`src/rtl/int_divsqrt_einheit_pkg.sv`:
```
// Shared definitions for the multi-cycle integer divide / modulo / square-root unit.
package int_divsqrt_einheit_pkg;

    localparam logic [2:0] MODUS_DIVS  = 3'b000;
    localparam logic [2:0] MODUS_MODS  = 3'b001;
    localparam logic [2:0] MODUS_DIVU  = 3'b010;
    localparam logic [2:0] MODUS_MODU  = 3'b011;
    localparam logic [2:0] MODUS_ISQRT = 3'b100;

    typedef enum logic [1:0] {
        LEERLAUF    = 2'd0,
        VORBEREITEN = 2'd1,
        ITERIEREN   = 2'd2,
        KORREKTUR   = 2'd3
    } zustand_t;

    function automatic int ITER_ZYKLEN(input int breite, input int bits_pro_takt);
        return breite / bits_pro_takt;
    endfunction

endpackage

```
`src/rtl/divsqrt_schritt.sv`:
```
// One combinational restoring step: shift in 1 (division) or 2 (square root) bits,
// trial-subtract, keep the difference when it does not underflow.
module divsqrt_schritt #(
    parameter int BREITE = 32
) (
    input  logic [BREITE:0] rest_i,
    input  logic [1:0]      bits_i,
    input  logic            zwei_bit_i,
    input  logic [BREITE:0] subtrahend_i,
    output logic [BREITE:0] rest_o,
    output logic            bit_o
);

    logic [BREITE+2:0] geschoben;
    logic [BREITE+2:0] differenz;
    logic              unused_hoch;

    // The partial remainder never reaches bit BREITE+2, so that bit is a clean borrow flag.
    always_comb begin
        geschoben = zwei_bit_i ? {rest_i, bits_i} : {1'b0, rest_i, bits_i[1]};
        differenz = geschoben - {2'b00, subtrahend_i};
        bit_o     = ~differenz[BREITE+2];
        rest_o    = bit_o ? differenz[BREITE:0] : geschoben[BREITE:0];
    end

    assign unused_hoch = ^{geschoben[BREITE+2:BREITE+1], differenz[BREITE+1]};

endmodule

```
`src/rtl/int_divsqrt_einheit.sv`:
```
// Multi-cycle signed/unsigned divide, modulo and integer square root with
// defined divide-by-zero, overflow and reserved-mode results.
module int_divsqrt_einheit
    import int_divsqrt_einheit_pkg::*;
#(
    parameter int BREITE        = 32,
    parameter int BITS_PRO_TAKT = 1
) (
    input  logic              Clock,
    input  logic              Reset,
    input  logic [BREITE-1:0] Daten1,
    input  logic [BREITE-1:0] Daten2,
    input  logic [2:0]        Modus,
    input  logic              StartSignal,
    input  logic              Abbruch,
    output logic              Bereit,
    output logic              HatFertigGerechnet,
    output logic [BREITE-1:0] Ergebnis,
    output logic              DurchNullFehler,
    output logic              UngueltigerModus,
    output zustand_t          ZustandDebug
);

    // Handshake: StartSignal is taken only on an edge where Bereit=1; HatFertigGerechnet
    // pulses for one cycle when Ergebnis is valid, and Ergebnis/flags hold until the next start.
    localparam int ZW   = $clog2(BREITE + 1);
    localparam int HALB = BREITE / 2;

    zustand_t zustand_q, zustand_d;

    logic [BREITE-1:0] op1_q, op1_d, op2_q, op2_d, quo_q, quo_d, ergebnis_q, ergebnis_d;
    logic [BREITE:0]   rest_q, rest_d;
    logic [HALB-1:0]   wurzel_q, wurzel_d;
    logic [2:0]        modus_q, modus_d;
    logic [ZW-1:0]     zaehler_q, zaehler_d;
    logic              vz_quot_q, vz_quot_d, vz_rest_q, vz_rest_d;
    logic              fertig_q, fertig_d, dnf_q, dnf_d, um_q, um_d;

    logic ist_signed, ist_div, ist_mod, ist_sqrt, ist_reserviert, ueberspringen;
    logic unused_rest_msb;

    assign ist_signed     = (modus_q == MODUS_DIVS) || (modus_q == MODUS_MODS);
    assign ist_div        = (modus_q == MODUS_DIVS) || (modus_q == MODUS_DIVU);
    assign ist_mod        = (modus_q == MODUS_MODS) || (modus_q == MODUS_MODU);
    assign ist_sqrt       = (modus_q == MODUS_ISQRT);
    assign ist_reserviert = (modus_q > MODUS_ISQRT);
    assign ueberspringen  = ist_reserviert || (!ist_sqrt && (op2_q == '0));
    assign unused_rest_msb = rest_q[BREITE];

    // Step chain: all stages divide; stage 0 alone doubles as the square-root step.
    logic [BREITE:0]        kette [0:BITS_PRO_TAKT];
    logic [BITS_PRO_TAKT-1:0] q_bits;
    logic [BREITE:0]        sqrt_subtr;

    assign kette[0]   = rest_q;
    assign sqrt_subtr = {{(BREITE-HALB-1){1'b0}}, wurzel_q, 2'b01};

    for (genvar j = 0; j < BITS_PRO_TAKT; j++) begin : g_schritt
        logic [1:0]      bits;
        logic            zwei;
        logic [BREITE:0] subtr;
        if (j == 0) begin : g_erster
            assign zwei  = ist_sqrt;
            assign bits  = ist_sqrt ? quo_q[BREITE-1 -: 2] : {quo_q[BREITE-1], 1'b0};
            assign subtr = ist_sqrt ? sqrt_subtr : {1'b0, op2_q};
        end else begin : g_weitere
            assign zwei  = 1'b0;
            assign bits  = {quo_q[BREITE-1-j], 1'b0};
            assign subtr = {1'b0, op2_q};
        end
        divsqrt_schritt #(.BREITE(BREITE)) u_schritt (
            .rest_i      (kette[j]),
            .bits_i      (bits),
            .zwei_bit_i  (zwei),
            .subtrahend_i(subtr),
            .rest_o      (kette[j+1]),
            .bit_o       (q_bits[BITS_PRO_TAKT-1-j])
        );
    end

    always_ff @(posedge Clock or posedge Reset) begin
        if (Reset) begin
            zustand_q <= LEERLAUF;
        end else begin
            zustand_q <= zustand_d;
        end
    end

    always_comb begin
        zustand_d = zustand_q;
        case (zustand_q)
            LEERLAUF:    if (StartSignal) zustand_d = VORBEREITEN;
            VORBEREITEN: zustand_d = ueberspringen ? KORREKTUR : ITERIEREN;
            ITERIEREN:   if (zaehler_q == ZW'(1)) zustand_d = KORREKTUR;
            KORREKTUR:   zustand_d = LEERLAUF;
            default:     zustand_d = LEERLAUF;
        endcase
        if (Abbruch && (zustand_q != LEERLAUF)) zustand_d = LEERLAUF;
    end

    always_comb begin
        Bereit             = (zustand_q == LEERLAUF);
        HatFertigGerechnet = fertig_q;
        Ergebnis           = ergebnis_q;
        DurchNullFehler    = dnf_q;
        UngueltigerModus   = um_q;
        ZustandDebug       = zustand_q;
    end

    always_comb begin
        op1_d      = op1_q;
        op2_d      = op2_q;
        modus_d    = modus_q;
        quo_d      = quo_q;
        rest_d     = rest_q;
        wurzel_d   = wurzel_q;
        zaehler_d  = zaehler_q;
        vz_quot_d  = vz_quot_q;
        vz_rest_d  = vz_rest_q;
        ergebnis_d = ergebnis_q;
        dnf_d      = dnf_q;
        um_d       = um_q;
        fertig_d   = 1'b0;
        case (zustand_q)
            LEERLAUF: begin
                if (StartSignal) begin
                    op1_d   = Daten1;
                    op2_d   = Daten2;
                    modus_d = Modus;
                    dnf_d   = 1'b0;
                    um_d    = 1'b0;
                end
            end
            VORBEREITEN: begin
                // op1_q keeps the raw dividend for the MOD-by-zero result; op2_q becomes |divisor|.
                vz_quot_d = ist_signed & (op1_q[BREITE-1] ^ op2_q[BREITE-1]);
                vz_rest_d = ist_signed & op1_q[BREITE-1];
                quo_d     = (ist_signed && op1_q[BREITE-1]) ? -op1_q : op1_q;
                op2_d     = (ist_signed && op2_q[BREITE-1]) ? -op2_q : op2_q;
                rest_d    = '0;
                wurzel_d  = '0;
                zaehler_d = ist_sqrt ? ZW'(HALB) : ZW'(ITER_ZYKLEN(BREITE, BITS_PRO_TAKT));
            end
            ITERIEREN: begin
                zaehler_d = zaehler_q - ZW'(1);
                if (ist_sqrt) begin
                    rest_d   = kette[1];
                    quo_d    = {quo_q[BREITE-3:0], 2'b00};
                    wurzel_d = {wurzel_q[HALB-2:0], q_bits[BITS_PRO_TAKT-1]};
                end else begin
                    rest_d = kette[BITS_PRO_TAKT];
                    quo_d  = {quo_q[BREITE-BITS_PRO_TAKT-1:0], q_bits};
                end
            end
            KORREKTUR: begin
                if (!Abbruch) begin
                    fertig_d = 1'b1;
                    if (ist_reserviert) begin
                        ergebnis_d = '0;
                        um_d       = 1'b1;
                    end else if (ist_sqrt) begin
                        ergebnis_d = {{(BREITE-HALB){1'b0}}, wurzel_q};
                    end else if (op2_q == '0) begin
                        dnf_d      = 1'b1;
                        ergebnis_d = ist_div ? '1 : op1_q;
                    end else if (ist_div) begin
                        ergebnis_d = vz_quot_q ? -quo_q : quo_q;
                    end else if (ist_mod) begin
                        ergebnis_d = vz_rest_q ? -rest_q[BREITE-1:0] : rest_q[BREITE-1:0];
                    end
                end
            end
            default: ;
        endcase
    end

    always_ff @(posedge Clock or posedge Reset) begin
        if (Reset) begin
            op1_q      <= '0;
            op2_q      <= '0;
            modus_q    <= '0;
            quo_q      <= '0;
            rest_q     <= '0;
            wurzel_q   <= '0;
            zaehler_q  <= '0;
            vz_quot_q  <= 1'b0;
            vz_rest_q  <= 1'b0;
            ergebnis_q <= '0;
            dnf_q      <= 1'b0;
            um_q       <= 1'b0;
            fertig_q   <= 1'b0;
        end else begin
            op1_q      <= op1_d;
            op2_q      <= op2_d;
            modus_q    <= modus_d;
            quo_q      <= quo_d;
            rest_q     <= rest_d;
            wurzel_q   <= wurzel_d;
            zaehler_q  <= zaehler_d;
            vz_quot_q  <= vz_quot_d;
            vz_rest_q  <= vz_rest_d;
            ergebnis_q <= ergebnis_d;
            dnf_q      <= dnf_d;
            um_q       <= um_d;
            fertig_q   <= fertig_d;
        end
    end

endmodule

```
`config.mk`:
```
export PLATFORM = sky130hd
export DESIGN_NAME = int_divsqrt_einheit
export DESIGN_NICKNAME = d
export VERILOG_FILES = /design/src/rtl/int_divsqrt_einheit_pkg.sv /design/src/rtl/divsqrt_schritt.sv /design/src/rtl/int_divsqrt_einheit.sv
export SDC_FILE = /design/constraint.sdc
export NUM_CORES = 1
export LEC_CHECK = 0
export ABC_AREA = 1
export CAP_MARGIN = 0
export CELL_PAD_IN_SITES_DETAIL_PLACEMENT = 0
export CELL_PAD_IN_SITES_GLOBAL_PLACEMENT = 1
export CORE_AREA = 2 2 156 219
export DETAILED_ROUTE_END_ITERATION = 8
export DIE_AREA = 0 0 158 221
export MAX_ROUTING_LAYER = met4
export PLACE_DENSITY = 0.93
export SLEW_MARGIN = 0
export SYNTH_ARGS = -nofsm -noshare
export SYNTH_HDL_FRONTEND = slang
export SYNTH_SLANG_ARGS = --single-unit
```
`constraint.sdc`:
```
create_clock -name Clock -period 16.37 [get_ports Clock]
set_input_delay 3.274 -clock Clock [delete_from_list [all_inputs] [get_ports Clock]]
set_output_delay 3.274 -clock Clock [all_outputs]
set_load 0.005 [all_outputs]
```
==> metrics.yaml, run 1 <==
die_height_um: 221
die_x_um: 158
cts_hold_buf: 0
syn_avg_cell_area_um2: 6.652
rsz0062_at_grt: "false"
irDropWorstVdd_v: 0.0001446
drc: 0
crit_path_end_kind: "primary output"
clkLatencyLatePin_ps: 470
syn_inst: 2311
clock.fmax_mhz: 195.2
cts-root-buf: "clkbuf_16"
tightest_slew_ps: 1084
dpl.cell_count: 2776
slew_headroom: 0.2727
grt_pass1_wl_mm: 82.72
dp_hpwl_mm: 40.04
critical_path.max_stage_delay_ps: 530
die-area_um2: 34920
routed_wl_mm: 51.92
cts-resized-gates: 0
viasPerCell: 5.713
area.growth.synth_to_final_pct: 12.27
fill_cells: 3379
setup_viol: 0
via_count: 16040
track_usage: 0.3109
hold-path-cell-count: 2
fin_cells: 2808
antennaDiodeCount: 0
cts_tree: "yes"
synth_edf_count: 0
crit_fanout: 5
powerDensity_nw_per_um2: 239.9
ys_warn_count: 0
setup_ws_ps: 11250
rr_worst_depth: 19
crit_chain: "inv_1 > ha_1 > clkdlybuf4s50_1"
fin_nets: 2463
period_share: 0.3129
fin_util: 0.5228
antenna_found_initial: 0
initial_core_util: 0.4657
htree_num_levels: 4
grt_max_degree: 135
io_pins: 109
netlist_area_um2: 15370
postCtsSetupRepairBufs: 0
drtIter0Drc: 1294
critical_path_class: "reg2out"
outcome: "completed"
rows: 79
skew_ps: 17.64
total_leakage_power_nw: 8.075
ys_seq_area_frac: 0.3142
io_buffers: 108
synthArstFlopShare: 1.000
post-place-ws_ps: 10860
drv_slew: 0
syn_nets: 2424
synth_cell_type_count: 56
fin_hold_ws_ps: 480.6
numCtsBuffers: 17
grt-ovfl-total: 0
core_um2: 33010
clock-sinks: 193
cpMaxStageDelayCell: "clkdlybuf4s50_1"
tns_ps: 0
ys_ff_latch: 193
grt_pass1_vias: 15360
hold_path.class: "reg2reg"
drive_gt1_frac: 0.05205
antenna_left: 0
worstPathRequired_ps: 13100
hold_viol: 0
critPathArrivalTime_ps: 1850
maxCapViolCount: 0
dr.pass1.iters: 6
clockBufferDepth: 2
wire_per_inst_um: 18.49
critPathLaunchType: "flip-flop"
post-route-min-period_ps: 5123
clk_transition_reported_paths_ps: 80
gp_congestion: 1.025
synth-main-ff-cell: "dfrtp_1"
[path summary, 6_finish.rpt]
path                                  from           end  slack [ps]
max                        ZustandDebug[0]        Bereit       11250
min                           Ergebnis[29]  Ergebnis[29]         480
max reg2reg                     modus_q[2]    rest_q[14]       11660
min reg2reg                   Ergebnis[29]  Ergebnis[29]         480
max in group asynchronous            Reset     op2_q[17]       11610
min in group asynchronous            Reset     op1_q[25]        3320
[synthesized netlist by cell type (8+ instances only)]
library cell,number,area share
xnor2_1,11,0.0063
xor2_1,45,0.026
buf_1,10,0.0024
o21ai_1,23,0.0075
inv_1,237,0.058
ha_1,41,0.033
nand2_2,9,0.0037
nand3_2,21,0.014
nand3_1,193,0.063
o31ai_1,13,0.0063
buf_2,8,0.0026
nor4_1,15,0.0061
a31oi_1,16,0.0065
nand3b_1,14,0.0068
dfrtp_1,193,0.31
o22ai_1,40,0.016
nand2_1,576,0.14
a22oi_1,11,0.0054
o21ai_0,209,0.068
nor2_1,217,0.053
o21bai_1,10,0.0049
o221ai_1,19,0.011
nand4_1,31,0.013
clkbuf_1,73,0.018
nor3_1,64,0.021
a221oi_1,13,0.0074
o211ai_1,26,0.013
a21oi_1,91,0.030
inv_2,16,0.0039
[kinds of logic after synthesis]
kind of cell             share of synthesized area
AND/OR/NAND/NOR                             0.3368
AO/OA/AOI/OAI                               0.1893
buffers and inverters                      0.09319
flip-flops                                  0.3142
XOR/XNOR                                   0.03190
adder cells (fa/ha/maj)                    0.03467
[per-layer routing]
metal  GRT usage  part of all wire
met5           -                 0
met4      0.1366             0.046
met3     0.02996             0.042
met2      0.5349              0.51
met1      0.3656              0.41
[critical path, delay by kind of cell (launching register included)]
kind                     cells  cell delay [ps]
buffers and inverters        2              670
adder cells (fa/ha/maj)      1              260
flip-flops                   1              440
[state kept, by name, indices dropped and copies added (netlist names)]
register / flops
zaehler_q: 6
Ergebnis: 32
vz_quot_q: 1
DurchNullFehler: 1
modus_q: 3
op1_q: 32
quo_q: 32
vz_rest_q: 1
UngueltigerModus: 1
ZustandDebug: 2
wurzel_q: 16
rest_q: 33
HatFertigGerechnet: 1
op2_q: 32
[power breakdown]
group | switching, mW | internal, mW
combinational | 1.83 | 0.926
clock | 0.216 | 0.206
sequential | 0.287 | 0.674
total | 2.33 | 1.81
[per-stage QoR]
stage,total power [mW],instance area (um2)
after CTS,4.117,17260
final,4.141,17260
after global routing,4.503,17260
after floorplan,2.875,15370
after global placement,3.642,16680
after detailed placement,3.678,16680
[layout by cell type (no fill, tap or decap), types with 10 or more instances in the layout]
| master | instances |
|---|---|
| o21ai_0 | 209 |
| dfrtp_1 | 193 |
| o221ai_1 | 19 |
| o211ai_1 | 26 |
| nand2_1 | 576 |
| o21ai_1 | 23 |
| clkbuf_16 | 17 |
| xnor2_1 | 11 |
| nor3_1 | 63 |
| ha_1 | 40 |
| nand3_1 | 193 |
| a221oi_1 | 13 |
| o31ai_1 | 13 |
| nand4_1 | 31 |
| inv_1 | 236 |
| a31oi_1 | 16 |
| nor4_1 | 15 |
| inv_2 | 16 |
| a21oi_1 | 91 |
| nand3_2 | 21 |
| o21bai_1 | 10 |
| nand3b_1 | 14 |
| buf_4 | 14 |
| o22ai_1 | 40 |
| a22oi_1 | 11 |
| xor2_1 | 45 |
| nor2_1 | 215 |
| clkdlybuf4s50_1 | 108 |
[layout make-up]
| cell class | instances | area [um2] | share of cell area |
|---|---|---|---|
| well taps | 445 | 556.8 | 0.03226 |
| inverters | 259 | 979.7 | 0.05676 |
| multi-input cells | 1757 | 9129 | 0.5289 |
| clock inverters | 14 | 140.1 | 0.008119 |
| flip-flops and latches | 193 | 4830 | 0.2798 |
| clock buffers | 18 | 439.2 | 0.02544 |
| repair buffers | 122 | 1186 | 0.06872 |
No activity file was read; power rests on OpenSTA's default activity.
==> run 2: changes to the inputs <==
- CORE_AREA: 2 2 156 219 -> 2 2 163 229
- DIE_AREA: 0 0 158 221 -> 0 0 165 231
- PLACE_DENSITY: 0.93 -> 0.86
- clock period: 16.37 -> 4.95 ns (I/O delays scaled with it)
==> metrics.yaml, run 2 (synthesis results as in run 1) <==
outcome: "completed"
viasPerCell: 5.653
critical_path.max_stage_delay_ps: 540
io_buffers: 108
antenna_left: 0
grt_pass1_vias: 15460
io_pins: 109
hold_path.class: "reg2reg"
numCtsBuffers: 17
layout_commonest_cell: "nand2_1"
final_cell_mix: "576 x nand2_1, 236 x inv_1, 216 x nor2_1, 209 x o21ai_0"
die_height_um: 231
dpl.cell_count: 2803
cp_top_family: "simple AND/OR/NAND/NOR gates"
initial_core_util: 0.4242
clockBufferDepth: 2
hold_viol: 0
postCtsSetupRepairBufs: 0
cts-root-buf: "clkbuf_16"
cts-resized-gates: 0
crit_path_end_kind: "flip-flop"
maxCapViolCount: 0
drv_slew: 0
worstPathBufferInverterCount: 2
core_um2: 36240
worstPathRequired_ps: 5310
largest_reg_flops: 33
cts_hold_buf: 0
wire_per_inst_um: 19.33
track_usage: 0.2996
grt_max_degree: 108
grt_use_met1: 0.3486
fill_cells: 3758
dr.pass1.iters: 6
tns_ps: 0
tightest_slew_ps: 1128
antenna_found_initial: 0
crit_chain: "nand2_4 > buf_4 > inv_2 > nand2_1 > o21ai_0 > ha_1 > nand2_1 > o21ai_0 > nand2_1 > nand3b_1 > nand2_1 > o21ai_1 > nand2_1 > nand2_1 > nand2_1 > nand2_1 > nand2_1 > nand2_1 > nand3_1 > nand3_1 > nand2_1"
gp_congestion: 0.9460
final_cell_area_um2: 17390
die-area_um2: 38120
grt_pass1_wl_mm: 85.79
antennaDiodeCount: 0
cts_tree: "yes"
routed_wl_mm: 54.80
place_area_um2: 16780
post-route-min-period_ps: 4507
critical_path_class: "reg2reg"
total_leakage_power_nw: 8.136
startpoint: "modus_q[2]"
via_count: 16030
post-place-ws_ps: 608.6
top_register: "rest_q"
grt-busiest-layer: "met2"
rsz0062_at_grt: "false"
worstReg2RegStart: "modus_q[2]"
dp_hpwl_mm: 42.25
clock.fmax_mhz: 221.9
drc: 0
gr-usage-met2: 0.5060
setup_viol: 0
fin_cells: 2835
area.growth.synth_to_final_pct: 13.14
hp-start: "Ergebnis[4]"
slew_headroom: 0.2431
critPathArrivalTime_ps: 4860
clkLatencyLatePin_ps: 470
grt-ovfl-total: 0
htree_num_levels: 4
setup_ws_ps: 443.0
crit_fanout: 31
period_share: 0.9105
p_total_mw: 13.95
die_x_um: 165
skew_ps: 13.55
critPathLaunchType: "flip-flop"
fin_nets: 2468
drtIter0Drc: 1548
clock-sinks: 193
rows: 83
cpMaxStageDelayCell: "dfrtp_1"
grt_util_met3: 0.02946
clk_transition_reported_paths_ps: 80
drive_gt1_frac: 0.05363
powerDensity_nw_per_um2: 801.9
path_common_cell: "nand2_1"
irDropWorstVdd_v: 0.0004842
## run 2: cell count changes in the layout (fill, tap and decap cells not counted), sizes merged
cell	delta
buf	+5
clkinv	-2
clkbuf	+1
bufinv	+2
clkinvlp	-1
## run 2: report_power, final
part           switching, mW  internal, mW  total [mW]  leakage (nW)
Combinational           6.17          3.08        9.25          5.37
Sequential             0.950          2.23        3.18          2.46
Clock                  0.723         0.793        1.52         0.307
Total                   7.84          6.11        13.9          8.14
## run 2: worst min-delay path, stage by stage (launching register included)
cell and delay [ps]:
dfrtp_1 340, nand2_1 50, nand2_1 60
## run 2: path summary, 6_finish.rpt
| check | depth (start not counted) | endpoint | slack (ps) |
|---|---|---|---|
| setup / recovery | 21 | rest_q[19] | 440 |
| hold / removal | 2 | Ergebnis[4] | 480 |
| setup reg to reg | 21 | rest_q[19] | 440 |
| hold reg to reg | 2 | Ergebnis[4] | 480 |
| max in group asynchronous | 3 | UngueltigerModus | 3370 |
| min in group asynchronous | 3 | Ergebnis[26] | 990 |
## run 2: cell type report
cell class	instances	area (um2)	share of cell area
clock buffer	19	452.9	0.02604
clock inverter	13	163.9	0.009423
inverter	259	975.9	0.05611
multi-input combinational	1757	9126	0.5247
sequential	193	4830	0.2777
tap	467	584.3	0.03359
timing repair buffer	127	1261	0.07251
## run 2: metrics by stage
stage / hold slack (ps) / util
global route: 512.8 / 0.4799
global placement: 467.4 / 0.4629
finish: 483.7 / 0.4799
CTS: 484.9 / 0.4799
floorplan: 471.6 / -
detailed placement: 464.0 / 0.4629
## run 2: layer usage
metal | vias up | wire length, um
met5 | - | 0
met4 | 0 | 3069
met3 | 132 | 2069
met2 | 487 | 27580
met1 | 7535 | 22080
li1 | 7872 | -
